==> src/rtl/fifo_write_arbiter_if.sv <==
// rtl/fifo_write_arbiter_if.sv - producer/FIFO-write bundle for the shared write-port arbiter
interface fifo_write_arbiter_if #(
    parameter int N  = 4,
    parameter int DW = 8
);
    logic            arb_en;
    logic [N-1:0]    req_valid;
    logic [N*DW-1:0] req_data;
    logic [N-1:0]    req_ready;
    logic            fifo_full;
    logic            fifo_wr_en;
    logic [DW-1:0]   fifo_wr_data;
    logic            grant_vld;
    logic [2:0]      grant_id;
    logic            locked;

    // Producers and FIFO side drive the requests and the full flag
    modport master (
        output arb_en, req_valid, req_data, fifo_full,
        input  req_ready, fifo_wr_en, fifo_wr_data, grant_vld, grant_id, locked
    );

    // Arbiter side
    modport slave (
        input  arb_en, req_valid, req_data, fifo_full,
        output req_ready, fifo_wr_en, fifo_wr_data, grant_vld, grant_id, locked
    );
endinterface

==> src/rtl/fifo_write_arbiter.sv <==
// rtl/fifo_write_arbiter.sv - round-robin, burst-locking arbiter for a shared FIFO write port
module fifo_write_arbiter #(
    parameter int N         = 4,
    parameter int DW        = 8,
    parameter int MAX_BURST = 4
) (
    input  logic                 clk,
    input  logic                 reset,
    fifo_write_arbiter_if.slave  bus
);
    typedef enum logic {IDLE, LOCK} state_t;

    state_t        state;
    logic [2:0]    owner;
    logic [2:0]    rr_ptr;
    logic [3:0]    beat_cnt;
    logic          locked_q;

    logic [2:0]    winner;
    logic          win_found;
    logic          owner_valid;
    logic          sel_vld;
    logic [2:0]    sel_id;
    logic          xfer;
    logic [N-1:0]  ready;
    logic [DW-1:0] wr_data;

    // Pointers wrap at N rather than at the 3-bit field width
    function automatic logic [2:0] wrap_inc(input logic [2:0] x);
        return (x == 3'(N - 1)) ? 3'd0 : x + 3'd1;
    endfunction

    // First valid requester found by scanning from rr_ptr upward, wrapping mod N
    always_comb begin
        winner    = 3'd0;
        win_found = 1'b0;
        for (int k = 0; k < N; k++) begin
            for (int i = 0; i < N; i++) begin
                if (!win_found && bus.req_valid[i] && (i == (int'(rr_ptr) + k) % N)) begin
                    win_found = 1'b1;
                    winner    = 3'(i);
                end
            end
        end
    end

    // Valid bit of the current lock owner
    always_comb begin
        owner_valid = 1'b0;
        for (int i = 0; i < N; i++) begin
            if (owner == 3'(i)) owner_valid = bus.req_valid[i];
        end
    end

    // Grant selection: the lock owner holds the port, otherwise the round-robin winner if allowed
    always_comb begin
        sel_vld = 1'b0;
        sel_id  = 3'd0;
        if (!reset) begin
            if (state == LOCK) begin
                sel_vld = owner_valid;
                sel_id  = owner_valid ? owner : 3'd0;
            end else if (bus.arb_en && win_found) begin
                sel_vld = 1'b1;
                sel_id  = winner;
            end
        end
    end

    assign xfer = sel_vld & ~bus.fifo_full;

    // Same-cycle handshake and write-data steering for the granted requester
    always_comb begin
        ready   = '0;
        wr_data = '0;
        for (int i = 0; i < N; i++) begin
            if (sel_vld && (sel_id == 3'(i))) begin
                ready[i] = ~bus.fifo_full;
                wr_data  = bus.req_data[i*DW +: DW];
            end
        end
    end

    assign bus.req_ready    = ready;
    assign bus.fifo_wr_en   = |(bus.req_valid & ready);
    assign bus.fifo_wr_data = wr_data;
    assign bus.grant_vld    = sel_vld;
    assign bus.grant_id     = sel_id;
    assign bus.locked       = locked_q;

    // Grant FSM: open a lock on the first beat, release on burst end or when the owner drops valid
    always_ff @(posedge clk or posedge reset) begin
        if (reset) begin
            state    <= IDLE;
            locked_q <= 1'b0;
            owner    <= 3'd0;
            rr_ptr   <= 3'd0;
            beat_cnt <= 4'd0;
        end else begin
            case (state)
                IDLE: begin
                    if (xfer) begin
                        if (MAX_BURST == 1) begin
                            rr_ptr <= wrap_inc(winner);
                        end else begin
                            state    <= LOCK;
                            locked_q <= 1'b1;
                            owner    <= winner;
                            beat_cnt <= 4'd1;
                        end
                    end
                end
                LOCK: begin
                    if (!owner_valid) begin
                        state    <= IDLE;
                        locked_q <= 1'b0;
                        rr_ptr   <= wrap_inc(owner);
                        beat_cnt <= 4'd0;
                    end else if (!bus.fifo_full) begin
                        if (beat_cnt + 4'd1 == 4'(MAX_BURST)) begin
                            state    <= IDLE;
                            locked_q <= 1'b0;
                            rr_ptr   <= wrap_inc(owner);
                            beat_cnt <= 4'd0;
                        end else begin
                            beat_cnt <= beat_cnt + 4'd1;
                        end
                    end
                end
                default: begin
                    state    <= IDLE;
                    locked_q <= 1'b0;
                end
            endcase
        end
    end
endmodule

==> src/flat_wrapper.sv <==
// flat-port wrapper written by rule: the top's interface ports become plain ports
module fifo_write_arbiter_flat 
#(
    parameter int N         = 4,
    parameter int DW        = 8,
    parameter int MAX_BURST = 4
)
  (clk, reset, bus_arb_en, bus_req_valid, bus_req_data, bus_fifo_full, bus_req_ready, bus_fifo_wr_en, bus_fifo_wr_data, bus_grant_vld, bus_grant_id, bus_locked);
  fifo_write_arbiter_if #(.N(N), .DW(DW)) bus_i ();
  input  logic clk;
  input  logic reset;
  input wire logic [$bits(bus_i.arb_en)-1:0] bus_arb_en;
  input wire logic [$bits(bus_i.req_valid)-1:0] bus_req_valid;
  input wire logic [$bits(bus_i.req_data)-1:0] bus_req_data;
  input wire logic [$bits(bus_i.fifo_full)-1:0] bus_fifo_full;
  output wire logic [$bits(bus_i.req_ready)-1:0] bus_req_ready;
  output wire logic [$bits(bus_i.fifo_wr_en)-1:0] bus_fifo_wr_en;
  output wire logic [$bits(bus_i.fifo_wr_data)-1:0] bus_fifo_wr_data;
  output wire logic [$bits(bus_i.grant_vld)-1:0] bus_grant_vld;
  output wire logic [$bits(bus_i.grant_id)-1:0] bus_grant_id;
  output wire logic [$bits(bus_i.locked)-1:0] bus_locked;
  assign bus_i.arb_en = bus_arb_en;
  assign bus_i.req_valid = bus_req_valid;
  assign bus_i.req_data = bus_req_data;
  assign bus_i.fifo_full = bus_fifo_full;
  assign bus_req_ready = bus_i.req_ready;
  assign bus_fifo_wr_en = bus_i.fifo_wr_en;
  assign bus_fifo_wr_data = bus_i.fifo_wr_data;
  assign bus_grant_vld = bus_i.grant_vld;
  assign bus_grant_id = bus_i.grant_id;
  assign bus_locked = bus_i.locked;
  fifo_write_arbiter #(.N(N), .DW(DW), .MAX_BURST(MAX_BURST)) u_core (.clk(clk), .reset(reset), .bus(bus_i));
endmodule
==> config.mk <==
export PLATFORM = sky130hd
export DESIGN_NAME = fifo_write_arbiter_flat
export DESIGN_NICKNAME = d
export VERILOG_FILES = /design/src/rtl/fifo_write_arbiter_if.sv /design/src/rtl/fifo_write_arbiter.sv /design/src/flat_wrapper.sv
export SDC_FILE = /design/constraint.sdc
export NUM_CORES = 1
export LEC_CHECK = 0
export CORE_MARGIN = 2
export CORE_UTILIZATION = 30
export CTS_CLUSTER_DIAMETER = 30
export DETAILED_ROUTE_END_ITERATION = 10
export PLACE_DENSITY = 0.7
export SYNTH_ARGS = -nofsm -noshare
export SYNTH_HDL_FRONTEND = slang
export SYNTH_SLANG_ARGS = --single-unit
==> constraint.sdc <==
create_clock -name clk -period 5.9 [get_ports clk]
set_input_delay 0.59 -clock clk [delete_from_list [all_inputs] [get_ports clk]]
set_output_delay 0.59 -clock clk [all_outputs]
set_load 0.02 [all_outputs]
# Word level (Yosys, flattened, before mapping)
# Cells that the tools add are included.
# word_totals
ff_bits,11
in_bits,40
output_inout_bits,18
wordCells,175
# op_classes
add_sub_neg,5
eq_ne,24
n_mux,69
n_bitwise,7
n_reduce_logical,65
# op_table
op,count
32-bit zero test,4
3-bit 2-to-1 mux,18
1-bit logical AND,36
1-bit 2-to-1 mux,36
8-bit 2-to-1 mux,4
"3-bit == test, first input constant",6
4-bit 2-to-1 mux,4
1-bit zero test,15
"3-bit by 2-bit == test with 1-bit output, second input constant",4
"2-bit by 3-bit == test with 1-bit output, first input constant",3
2-bit 2-to-1 mux,4
4-bit one-hot mux with 2 select lines,1
"3-bit by 1-bit == test with 1-bit output, second input constant",2
3-bit zero test,2
"3-bit inequality test, second input constant",2
3-bit AND reduction,2
2-bit OR reduction,3
"2-bit by 1-bit adder with 2-bit output, second input constant",2
"2-bit adder, second input constant",2
"4-bit by 1-bit adder with 4-bit output, second input constant",1
4-bit AND,1
"2-bit == test, first input constant",2
"4-bit by 3-bit == test with 1-bit output, second input constant",1
"2-bit inequality test, second input constant",2
other kinds (8),13

# Depth between registers and ports, before layout
# Gate-level depths: netlist of the first run.
# logic_depth
ltp_word,73
depth_mapped,10

# Worst setup path before layout of the first run
# No wires, ideal clock.
# synth_timing
path_type,register -> output
startpoint,register u_core.owner[0]
endpoint,output bus_req_ready[0]
t_arrival_ns,2.376
path_slack_ns,2.934
path_stages_with_launch,11
n_path_buf,2
path_cell_list,dfrtp_1 inv_1 ha_1 a211oi_1 a211oi_4 and3_1 buf_4 nor2_4 buf_6 inv_2 nor3_1
# synth_between
elab_chain_len,11
# synth_rtl
element,line_no,text
"start, declared",fifo_write_arbiter.sv:14,logic [2:0] owner;
"start signal, assigned",fifo_write_arbiter.sv:108,owner <= winner;
3-bit zero test,fifo_write_arbiter.sv:51,if (owner == 3'(i)) owner_valid = bus.req_valid[i];
1-bit 2-to-1 mux (3 in a row),fifo_write_arbiter.sv:51,
1-bit 2-to-1 mux *,fifo_write_arbiter.sv:51,
3-bit 2-to-1 mux *,fifo_write_arbiter.sv:62,sel_id = owner_valid ? owner : 3'd0;
3-bit 2-to-1 mux *,fifo_write_arbiter.sv:60,if (state == LOCK) begin
3-bit 2-to-1 mux *,fifo_write_arbiter.sv:59,if (!reset) begin
net bus_grant_id[1],flat_wrapper.sv:20,output wire logic [$bits(bus_i.grant_id)-1:0] bus_grant_id;
3-bit zero test *,fifo_write_arbiter.sv:77,if (sel_vld && (sel_id == 3'(i))) begin
1-bit logical AND *,fifo_write_arbiter.sv:77,
1-bit 2-to-1 mux *,fifo_write_arbiter.sv:77,
"end, declared",flat_wrapper.sv:16,output wire logic [$bits(bus_i.req_ready)-1:0] bus_req_ready;
# The timed path passes the listed nets; every way through them passes the cells marked *.

# Worst setup path after layout of the first run
# layout_timing
startpoint,input bus_req_valid[3]
endpoint,output bus_fifo_wr_en
# layout_between
elab_chain_len,60
# layout_rtl
element,line_no,text
"start, declared",flat_wrapper.sv:13,input wire logic [$bits(bus_i.req_valid)-1:0] bus_req_valid;
1-bit logical AND (2 in a row),fifo_write_arbiter.sv:39,if (!win_found && bus.req_valid[i] && (i == (int'(rr_ptr) + k) % N)) begin
1-bit 2-to-1 mux,fifo_write_arbiter.sv:39,
1-bit zero test,fifo_write_arbiter.sv:39,
1-bit logical AND (2 in a row),fifo_write_arbiter.sv:39,
1-bit 2-to-1 mux,fifo_write_arbiter.sv:39,
1-bit zero test,fifo_write_arbiter.sv:39,
1-bit logical AND (2 in a row),fifo_write_arbiter.sv:39,
1-bit 2-to-1 mux,fifo_write_arbiter.sv:39,
(+41 left out),--,
3-bit 2-to-1 mux,fifo_write_arbiter.sv:63,end else if (bus.arb_en && win_found) begin
3-bit 2-to-1 mux,fifo_write_arbiter.sv:60,
3-bit 2-to-1 mux,fifo_write_arbiter.sv:59,
"3-bit by 1-bit == test with 1-bit output, or another cell as far along",fifo_write_arbiter.sv:77,
1-bit logical AND,fifo_write_arbiter.sv:77,
1-bit 2-to-1 mux,fifo_write_arbiter.sv:77,
4-bit AND *,fifo_write_arbiter.sv:85,assign bus.fifo_wr_en = |(bus.req_valid & ready);
4-bit OR reduction *,fifo_write_arbiter.sv:85,
"end, declared",flat_wrapper.sv:17,output wire logic [$bits(bus_i.fifo_wr_en)-1:0] bus_fifo_wr_en;
# Every way passes the cells marked *; elsewhere a longest branch is shown, timed or not.

==> results.py, run 1 <==
metrics = {
    "status": {
        "status": "completed",
    },
    "synth": {
        "syn_area_um2": 1200,
        "ys_ff_latch": 10,
        "ys_warn_count": 0,
        "async_flop_share_pct": 100,
        "yosys_most_used_dff": "dfrtp_1",
        "synth_area_per_cell_um2": 7.99,
        "postSynthCellCount": 150,
        "synth_edf_count": 0,
        "syn_nets": 196,
        "ys_seq_area_share_pct": 20.9,
        "ys_types": 48,
    },
    "clock_network": {
        "cts_setup_buffers": 0,
        "clk_pin_slew_ns": 0.05,
        "clock_latency_ns": 0.23,
        "htreeDepth": 1,
        "cts_made_buffers": 3,
        "root_buffer": "clkbuf_8",
        "clockBufferDepth": 2,
        "cts_resized": 0,
        "cts_tree": "built",
        "hold_buffers": 0,
        "cts.sinks": 10,
    },
    "drt": {
        "wl_per_cell_um": 13.7,
        "via_per_inst": 5.17,
        "drc_errors": 0,
        "first_iter_violations": 68,
        "wl_um": 3430,
        "vias": 1292,
        "drt-pass1-iter-count": 4,
        "ant_nets": 0,
    },
    "worst_setup_path": {
        "critPathLaunchType": "input port",
        "slowest_delay_ns": 0.70,
        "crit_path_frequent_cell": "clkdlybuf4s50_1",
        "rrSetupSlack_ns": 3.71,
        "path_buf_inv": 2,
        "arrival_ns": 3.75,
        "worstSetupPathType": "input port to primary output",
        "reg2reg_depth": 7,
        "critPathTopFamily": "compound AO/OA/AOI/OAI gates",
        "path_max_fanout": 12,
        "rr_endpoint": "u_core.rr_ptr[1]$_DFFE_PP0P_",
        "cp_slowest_cell": "nor3b_2",
        "crit_chain": "clkdlybuf4s50_1, nor2_1, a311o_1, nor3b_2, o2bb2a_1, a2bb2oi_1, a21oi_1, clkdlybuf4s50_1",
        "cp-end-kind": "primary output",
        "r2r_start": "u_core.beat_cnt[0]$_DFFE_PP0P_",
        "required_ns": 5.31,
    },
    "min_path": {
        "min_to": "u_core.bus.locked$_DFFE_PP0P_",
        "hp-start": "u_core.bus.locked$_DFFE_PP0P_",
        "hp-class": "register to register",
        "whs_path_depth": 1,
    },
    "timing": {
        "setup_viol": 0,
        "max_freq_mhz": 231,
        "worst_slack_ns": 1.56,
        "slew_headroom_pct": 45.5,
        "worst_pin_slew_ns": 0.814,
        "finalHoldViolations": 0,
        "finClkSkew_ns": 0.00487,
        "rsz0062_at_grt": "false",
        "setup_tns_ns": 0,
        "hold_slack_ns": 0.481,
        "post-route-min-period_ns": 4.34,
        "finalCritPeriodShare_pct": 73.5,
        "slew_violations": 0,
    },
    "global_route": {
        "grt.overflow.total": 0,
        "grt_pass1_vias": 1185,
        "grt_max_degree": 20,
        "track_usage_pct": 14.9,
        "antenna_found_initial": 0,
        "grt_pass1_wl_um": 5310,
    },
    "layout": {
        "drive_above_1_share_pct": 10.9,
        "final_common_cell": "clkdlybuf4s50_1",
        "layout-area-overhead-vs-synth_pct": 51.3,
        "antenna_cells": 0,
        "fin_nets": 249,
        "mostFrequentLayoutCells": "clkdlybuf4s50_1, nand2_1, nor3_1",
        "layout.cells.non_filler": 250,
    },
    "floorplan": {
        "row_count": 22,
        "start_util_pct": 32.0,
        "die_area_um2": 4520,
        "ios": 58,
        "die_h_um": 67.2,
        "core_um2": 3740,
        "die_x_um": 67.2,
    },
    "placed_design": {
        "port_buffers": 56,
        "dp_hpwl_um": 2750,
        "detailedPlace.worstSlack_ns": 1.58,
        "place_congestion": 0.825,
        "dpl.cell_count": 246,
    },
    "pwr": {
        "ir_worst_vdd_mv": 0.195,
        "p_leak_uw": 0.000707,
        "p_total_uw": 611,
        "power_density_nw_per_um2": 337,
    },
    "flow_run": {
        "cap_violations": 0,
    },
}
## metal layers
metal  global-route usage [%]  part of all wire [%]  vias to the layer above
met5                        0                     0                        -
met4                     4.85                     0                        0
met3                     4.00                    13                        0
met2                     24.0                    41                       57
met1                     19.4                    46                      584
li1                         -                     -                      651
## metrics by stage
step | cell area, um^2 | utilization [%]
after floorplan | 1200 | -
after global placement | 1760 | 47.0
after detailed placement | 1760 | 47.0
after CTS | 1810 | 48.4
after global routing | 1810 | 48.4
final | 1810 | 48.4
## flip-flops by register name, summed over array words and instances, names as in the netlist
| signal | count |
|---|---|
| u_core.bus.locked | 1 |
| u_core.state | 1 |
| u_core.rr_ptr | 2 |
| u_core.beat_cnt | 4 |
| u_core.owner | 2 |
## cells in the mapped netlist (all sizes together) (2+ instances only)
master	number	area (um^2)
nor2b	5	31.3
nor3	18	125
a211oi	3	40.0
a2bb2oi	9	78.8
or3	2	12.5
inv	9	33.8
o21ai	15	75.1
nand2	20	75.1
nand2b	2	20.0
ha	6	75.1
buf	7	57.6
mux2	2	22.5
o21bai	3	22.5
and2	2	12.5
and3	3	18.8
a21oi	3	18.8
a21o	2	15.0
o21a	2	15.0
nand3	2	15.0
dfrtp	10	250
nor3b	2	20.0
a22o	3	26.3
nor2	7	33.8
## area by class of cell
| type | count | area, um^2 |
|---|---|---|
| Fill cell | 380 | 1930 |
| Multi-Input combinational cell | 123 | 853 |
| Timing Repair Buffer | 56 | 561 |
| Sequential cell | 10 | 250 |
| Tap cell | 48 | 60.1 |
| Clock buffer | 4 | 55.1 |
| Inverter | 9 | 33.8 |
## logic make-up after synthesis
logic type,count (synthesis),share of synthesized area (%)
buffers and inverters,17,7.93
adder cells (fa/ha/maj),6,6.26
other,1,0.313
AO/OA/AOI/OAI,48,30.5
multiplexers,2,1.88
flip-flops,10,20.9
AND/OR/NAND/NOR,66,32.3
## power by group
group / total (uW) / leakage [uW] / internal (uW) / switching (uW)
clock network: 83.9 / 0.0000288 / 58.5 / 25.4
registers: 133 / 0.000127 / 95.6 / 37.1
logic: 394 / 0.000551 / 194 / 200
total: 611 / 0.000707 / 349 / 262
## how the worst max path moves through the flow
stage                                     start  cells after the start               end
finish                         bus_req_valid[3]                      8    bus_fifo_wr_en
global route                   bus_req_valid[3]                      8    bus_fifo_wr_en
CTS                            bus_req_valid[3]                      8    bus_fifo_wr_en
detailed placement             bus_req_valid[3]                      8    bus_fifo_wr_en
global placement               bus_req_valid[3]                      8    bus_fifo_wr_en
floorplan           u_core.owner[0]$_DFFE_PP0P_                     10  bus_req_ready[0]
Power figures use the tool's default switching activity.
==> inputs of run 2 (changes only) <==
PLACE_DENSITY = 0.73   (was 0.7)
clock period = 3.47 ns   (was 5.9 ns; I/O delays follow)
==> run 2 against run 1 <==
Against the previous run: critical path depth rose by 2; register-to-register slack got worse by 2.4 ns; final area rose by 6.3%; via count rose by 3.3%.
==> results.py, run 2 (synthesis results as in run 1) <==
metrics = {
    "floorplan": {
        "row_count": 22,
        "die_x_um": 67.2,
        "die_area_um2": 4520,
        "core_um2": 3740,
        "start_util_pct": 32.0,
        "die_h_um": 67.2,
        "ios": 58,
    },
    "worst_setup_path": {
        "reg2reg_depth": 7,
        "path_max_fanout": 8,
        "rrSetupSlack_ns": 1.32,
        "worstSetupPathType": "register to primary output",
        "required_ns": 3.12,
        "cp-end-kind": "primary output",
        "arrival_ns": 2.97,
        "rr_endpoint": "u_core.rr_ptr[0]$_DFFE_PP0P_",
        "r2r_start": "u_core.beat_cnt[0]$_DFFE_PP0P_",
        "critPathLaunchType": "register",
    },
    "placed_design": {
        "dp_hpwl_um": 2870,
        "dpl_cell_area_um2": 1820,
        "place_congestion": 0.859,
        "detailedPlace.worstSlack_ns": 0.140,
        "port_buffers": 56,
    },
    "min_path": {
        "min_to": "u_core.bus.locked$_DFFE_PP0P_",
        "hp-class": "register to register",
        "hp-start": "u_core.bus.locked$_DFFE_PP0P_",
        "whs_path_depth": 1,
    },
    "pwr": {
        "swShare_pct": 41.8,
        "intPower_uw": 643,
        "pwr-share-clk_pct": 13.1,
        "power_density_nw_per_um2": 573,
        "ir_worst_vdd_mv": 0.365,
        "p_comb_share_pct": 67.4,
        "p_sw_uw": 462,
        "pwr-share-seq_pct": 19.6,
        "p_leak_uw": 0.000801,
    },
    "timing": {
        "finalHoldViolations": 0,
        "post-route-min-period_ns": 3.32,
        "slew_violations": 0,
        "worst_slack_ns": 0.154,
        "max_freq_mhz": 302,
        "finClkSkew_ns": 0.000874,
        "finalCritPeriodShare_pct": 95.6,
        "setup_viol": 0,
        "setup_tns_ns": 0,
    },
    "layout": {
        "regMostFlops": "u_core.beat_cnt",
        "largest_reg_flops": 4,
        "antenna_cells": 0,
        "design_area_um2": 1930,
        "drive_above_1_share_pct": 16.0,
        "nFillCells": 368,
        "fin_nets": 259,
        "final_common_cell": "clkdlybuf4s50_1",
        "mostFrequentLayoutCells": "clkdlybuf4s50_1, nand2_1, nor3_1",
        "largestRegisters": "u_core.beat_cnt x4, u_core.owner x2, u_core.rr_ptr x2",
        "layout-area-overhead-vs-synth_pct": 60.9,
    },
    "clock_network": {
        "htreeDepth": 1,
        "clockBufferDepth": 2,
        "cts.sinks": 10,
        "cts_tree": "built",
        "hold_buffers": 0,
        "root_buffer": "clkbuf_8",
        "clk_pin_slew_ns": 0.05,
        "clock_latency_ns": 0.24,
        "cts_made_buffers": 3,
    },
    "global_route": {
        "track_usage_pct": 15.7,
        "grt.overflow.total": 0,
        "grt_pass1_vias": 1188,
        "antenna_found_initial": 0,
        "grt_max_degree": 20,
        "grt_pass1_wl_um": 5460,
    },
    "flow_run": {
        "cap_violations": 0,
    },
    "drt": {
        "vias": 1334,
        "drt-pass1-iter-count": 4,
        "wl_um": 3650,
        "ant_nets": 0,
        "first_iter_violations": 35,
        "wl_per_cell_um": 14.0,
        "drc_errors": 0,
        "via_per_inst": 5.13,
    },
    "status": {
        "status": "completed",
    },
}
==> run 2: cell count changes in the layout (fill, tap and decap cells not counted), sizes merged <==
cell	delta
buf	+10
clkdlybuf4s50	-2
dlymetal6s2s	+2
==> run 2: how the worst max path moves through the flow <==
stage,slack (ns),to,startpoint,cells past startpoint
6_report,0.15,bus_fifo_wr_data[7],u_core.owner[0]$_DFFE_PP0P_,10
5_1_grt,-0.004,bus_fifo_wr_data[1],u_core.owner[0]$_DFFE_PP0P_,10
4_1_cts,0.01,bus_fifo_wr_data[0],u_core.owner[0]$_DFFE_PP0P_,10
3_5_place_dp,0.14,bus_fifo_wr_data[0],bus_req_valid[1],9
3_3_place_gp,0.14,bus_fifo_wr_data[1],bus_req_valid[1],9
2_1_floorplan,0.75,bus_req_ready[0],u_core.owner[0]$_DFFE_PP0P_,10
==> run 2: worst max-delay path: stages (launching register included) <==
cell,delay [ns]
dfrtp_1,0.44
inv_1,0.11
ha_1,0.23
nor3b_1,0.17
a211oi_4,0.31
nand3_2,0.20
a211oi_2,0.24
buf_4,0.18
a2bb2oi_1,0.07
o21ai_1,0.15
clkdlybuf4s50_1,0.62
==> run 2: metrics by stage <==
stage | std cells | hold slack (ns) | total power, uW | util [%]
2_1_floorplan | 150 | 0.187 | 682 | -
3_3_place_gp | 253 | 0.476 | 925 | 48.7
3_5_place_dp | 253 | 0.471 | 932 | 48.7
4_1_cts | 257 | 0.487 | 1080 | 50.2
5_1_grt | 260 | 0.496 | 1190 | 51.5
6_report | 260 | 0.482 | 1110 | 51.5
==> run 2: layer usage <==
layer / global-route usage, % / part of all wire, % / vias to the layer above
li1: - / - / 672
met1: 19.2 / 45 / 596
met2: 26.5 / 42 / 61
met3: 4.33 / 12 / 5
met4: 5.36 / 1.1 / 0
met5: 0 / 0 / -
==> run 2: area by class of cell <==
class	instances	area, um^2	share of cell area (%)
clock buffer	4	55.1	2.86
inverter	9	33.8	1.75
multi-input combinational	123	863	44.8
sequential	10	250	13.0
tap	48	60.1	3.11
timing repair buffer	66	666	34.5
==> run 2: power by group through the flow <==
stage	Combinational (uW)	Clock [uW]	Sequential (uW)
after floorplan	467	0	215
after global placement	710	0	215
after detailed placement	716	0	216
after CTS	719	149	214
after global routing	809	155	225
final	745	144	216
==> run 2: timing repair <==
action / 4_1_cts / 5_1_grt
endpoints found under the setup margin: 0 / 12
endpoints found under the hold margin: 0 / 0
resized for setup: 0 / 5
setup buffers: 0 / 3
==> inputs of run 3 (changes only) <==
--- a/config.mk
+++ b/config.mk
@@ -8,4 +8,5 @@
 export CORE_MARGIN = 2
 export CORE_UTILIZATION = 30
+export CTS_BUF_LIST = sky130_fd_sc_hd__clkbuf_8
 export CTS_CLUSTER_DIAMETER = 30
 export DETAILED_ROUTE_END_ITERATION = 10
==> constraint.sdc (replaced) <==
create_clock -name clk -period 3.47 [get_ports clk]
set_input_delay 0.694 -clock clk [delete_from_list [all_inputs] [get_ports clk]]
set_output_delay 0.694 -clock clk [all_outputs]
set_load 0.02 [all_outputs]
==> run 3 against run 2 <==
Against the previous run: routed wire length is 8.5% higher; critical path depth is 1 lower; flip-flop and latch count stayed put; final area is 13% higher; utilization is 6.8 points higher; maximum frequency is 2.1% lower; critical path type is now input port to primary output; largest cell class unchanged; highest routed layer unchanged.
==> results.py, run 3 (synthesis results as in run 1) <==
metrics = {
    "layout": {
        "layout.cells.non_filler": 290,
        "layout-area-overhead-vs-synth_pct": 81.9,
        "largest_reg_flops": 4,
        "final_util_pct": 58.3,
        "antenna_cells": 0,
        "mostFrequentLayoutCells": "buf_4, clkdlybuf4s50_1, nand2_1",
        "fin_nets": 289,
        "drive_above_1_share_pct": 34.3,
        "final_common_cell": "buf_4",
        "largestRegisters": "u_core.beat_cnt x4, u_core.owner x2, u_core.rr_ptr x2",
        "regMostFlops": "u_core.beat_cnt",
        "nFillCells": 342,
    },
    "floorplan": {
        "start_util_pct": 32.0,
        "die_x_um": 67.2,
        "ios": 58,
        "die_h_um": 67.2,
        "row_count": 22,
        "core_um2": 3740,
        "die_area_um2": 4520,
    },
    "clock_network": {
        "clock_latency_ns": 0.23,
        "cts.sinks": 10,
        "root_buffer": "clkbuf_8",
        "clk_pin_slew_ns": 0.04,
        "clockBufferDepth": 2,
        "htreeDepth": 1,
        "cts_made_buffers": 3,
        "cts_tree": "built",
    },
    "placed_design": {
        "detailedPlace.worstSlack_ns": -0.471,
        "place_congestion": 0.841,
        "dp_hpwl_um": 3030,
        "port_buffers": 56,
        "dpl.cell_count": 274,
    },
    "worst_setup_path": {
        "reg2reg_depth": 11,
        "arrival_ns": 2.69,
        "rrSetupSlack_ns": 1.23,
        "path_max_fanout": 5,
        "required_ns": 2.78,
        "cp-end-kind": "primary output",
        "critPathLaunchType": "input port",
        "rr_endpoint": "u_core.beat_cnt[3]$_DFFE_PP0P_",
        "worstSetupPathType": "input port to primary output",
        "r2r_start": "u_core.owner[0]$_DFFE_PP0P_",
    },
    "pwr": {
        "p_leak_uw": 0.000969,
        "ir_worst_vdd_mv": 0.416,
        "power_density_nw_per_um2": 575,
    },
    "global_route": {
        "grt_max_degree": 20,
        "grt.overflow.total": 0,
        "track_usage_pct": 17.9,
        "grt_pass1_vias": 1384,
        "antenna_found_initial": 0,
        "grt_pass1_wl_um": 6270,
    },
    "drt": {
        "drt-pass1-iter-count": 4,
        "ant_nets": 0,
        "drc_errors": 0,
        "via_per_inst": 5.02,
        "wl_um": 3960,
        "vias": 1456,
        "wl_per_cell_um": 13.6,
        "first_iter_violations": 44,
    },
    "min_path": {
        "hp-class": "register to register",
        "min_to": "u_core.bus.locked$_DFFE_PP0P_",
        "hp-start": "u_core.bus.locked$_DFFE_PP0P_",
        "whs_path_depth": 1,
    },
    "timing": {
        "finalCritPeriodShare_pct": 97.6,
        "setup_tns_ns": 0,
        "finClkSkew_ns": 0.000362,
        "slew_violations": 0,
        "setup_viol": 0,
        "max_freq_mhz": 295,
        "worst_slack_ns": 0.0842,
        "finalHoldViolations": 0,
        "post-route-min-period_ns": 3.39,
    },
    "status": {
        "status": "completed",
    },
    "flow_run": {
        "cap_violations": 0,
    },
}
[run 3: cell types whose count changed in the layout (fill, tap and decap cells not counted), moves of 2 or more]
cell             before  now
a2bb2oi_1             9    7
dlygate4sd2_1         0    5
clkbuf_2              0    2
buf_4                 8   39
buf_2                 0    5
a2bb2oi_2             0    2
buf_12                2    4
clkdlybuf4s50_1      54   38
[run 3: area by class of cell]
cell class	count	area [um^2]	share of cell area [%]
Clock buffer	4	55.1	2.52
Inverter	9	33.8	1.55
Multi-Input combinational cell	123	913	41.9
Sequential cell	10	250	11.5
Tap cell	48	60.1	2.75
Timing Repair Buffer	96	868	39.8
[run 3: stage by stage]
stage | total power, uW | area (um^2) | hold WS [ns]
floorplan | 682 | 1200 | 0.512
global placement | 1030 | 2010 | 0.459
detailed placement | 1040 | 2010 | 0.469
CTS | 1220 | 2120 | 0.484
global route | 1350 | 2180 | 0.518
finish | 1250 | 2180 | 0.479
[run 3: layer usage]
metal	vias to the layer above	track usage, %	part of all wire [%]
li1	730	-	-
met1	655	23.4	43
met2	67	30.6	45
met3	4	3.17	11
met4	0	4.08	1.1
met5	-	0	0
[run 3: worst max path at each step]
stage                          end                        start  slack [ns]
2_1_floorplan     bus_req_ready[0]  u_core.owner[0]$_DFFE_PP0P_        0.40
3_3_place_gp   bus_fifo_wr_data[0]             bus_req_valid[1]       -0.44
3_5_place_dp   bus_fifo_wr_data[6]             bus_req_valid[1]       -0.47
4_1_cts        bus_fifo_wr_data[6]             bus_req_valid[3]       -0.12
5_1_grt        bus_fifo_wr_data[1]                        reset      -0.004
6_report       bus_fifo_wr_data[0]                        reset        0.08
[run 3: timing repair]
action / 4_1_cts / 5_1_grt
pin swaps: 7 / 6
resized for setup: 52 / 11
hold buffers: 0 / 0
endpoints found under the setup margin: 15 / 14
setup buffers: 9 / 3
[run 3: critical path: stages]
cell and delay (ns):
clkdlybuf4s50_1 0.49, or3_1 0.40, a21o_1 0.22, a211oi_2 0.23, buf_4 0.16, buf_4 0.12, a2bb2oi_1 0.05, o21ai_1 0.15
buf_4 0.16
[run 3: report_power, final]
part / leakage [uW] / total, uW / internal, uW / switching [uW]
clock: 0.0000288 / 139 / 99.2 / 39.4
sequential: 0.000127 / 216 / 163 / 52.9
combinational: 0.000813 / 900 / 483 / 416
total: 0.000969 / 1250 / 745 / 509
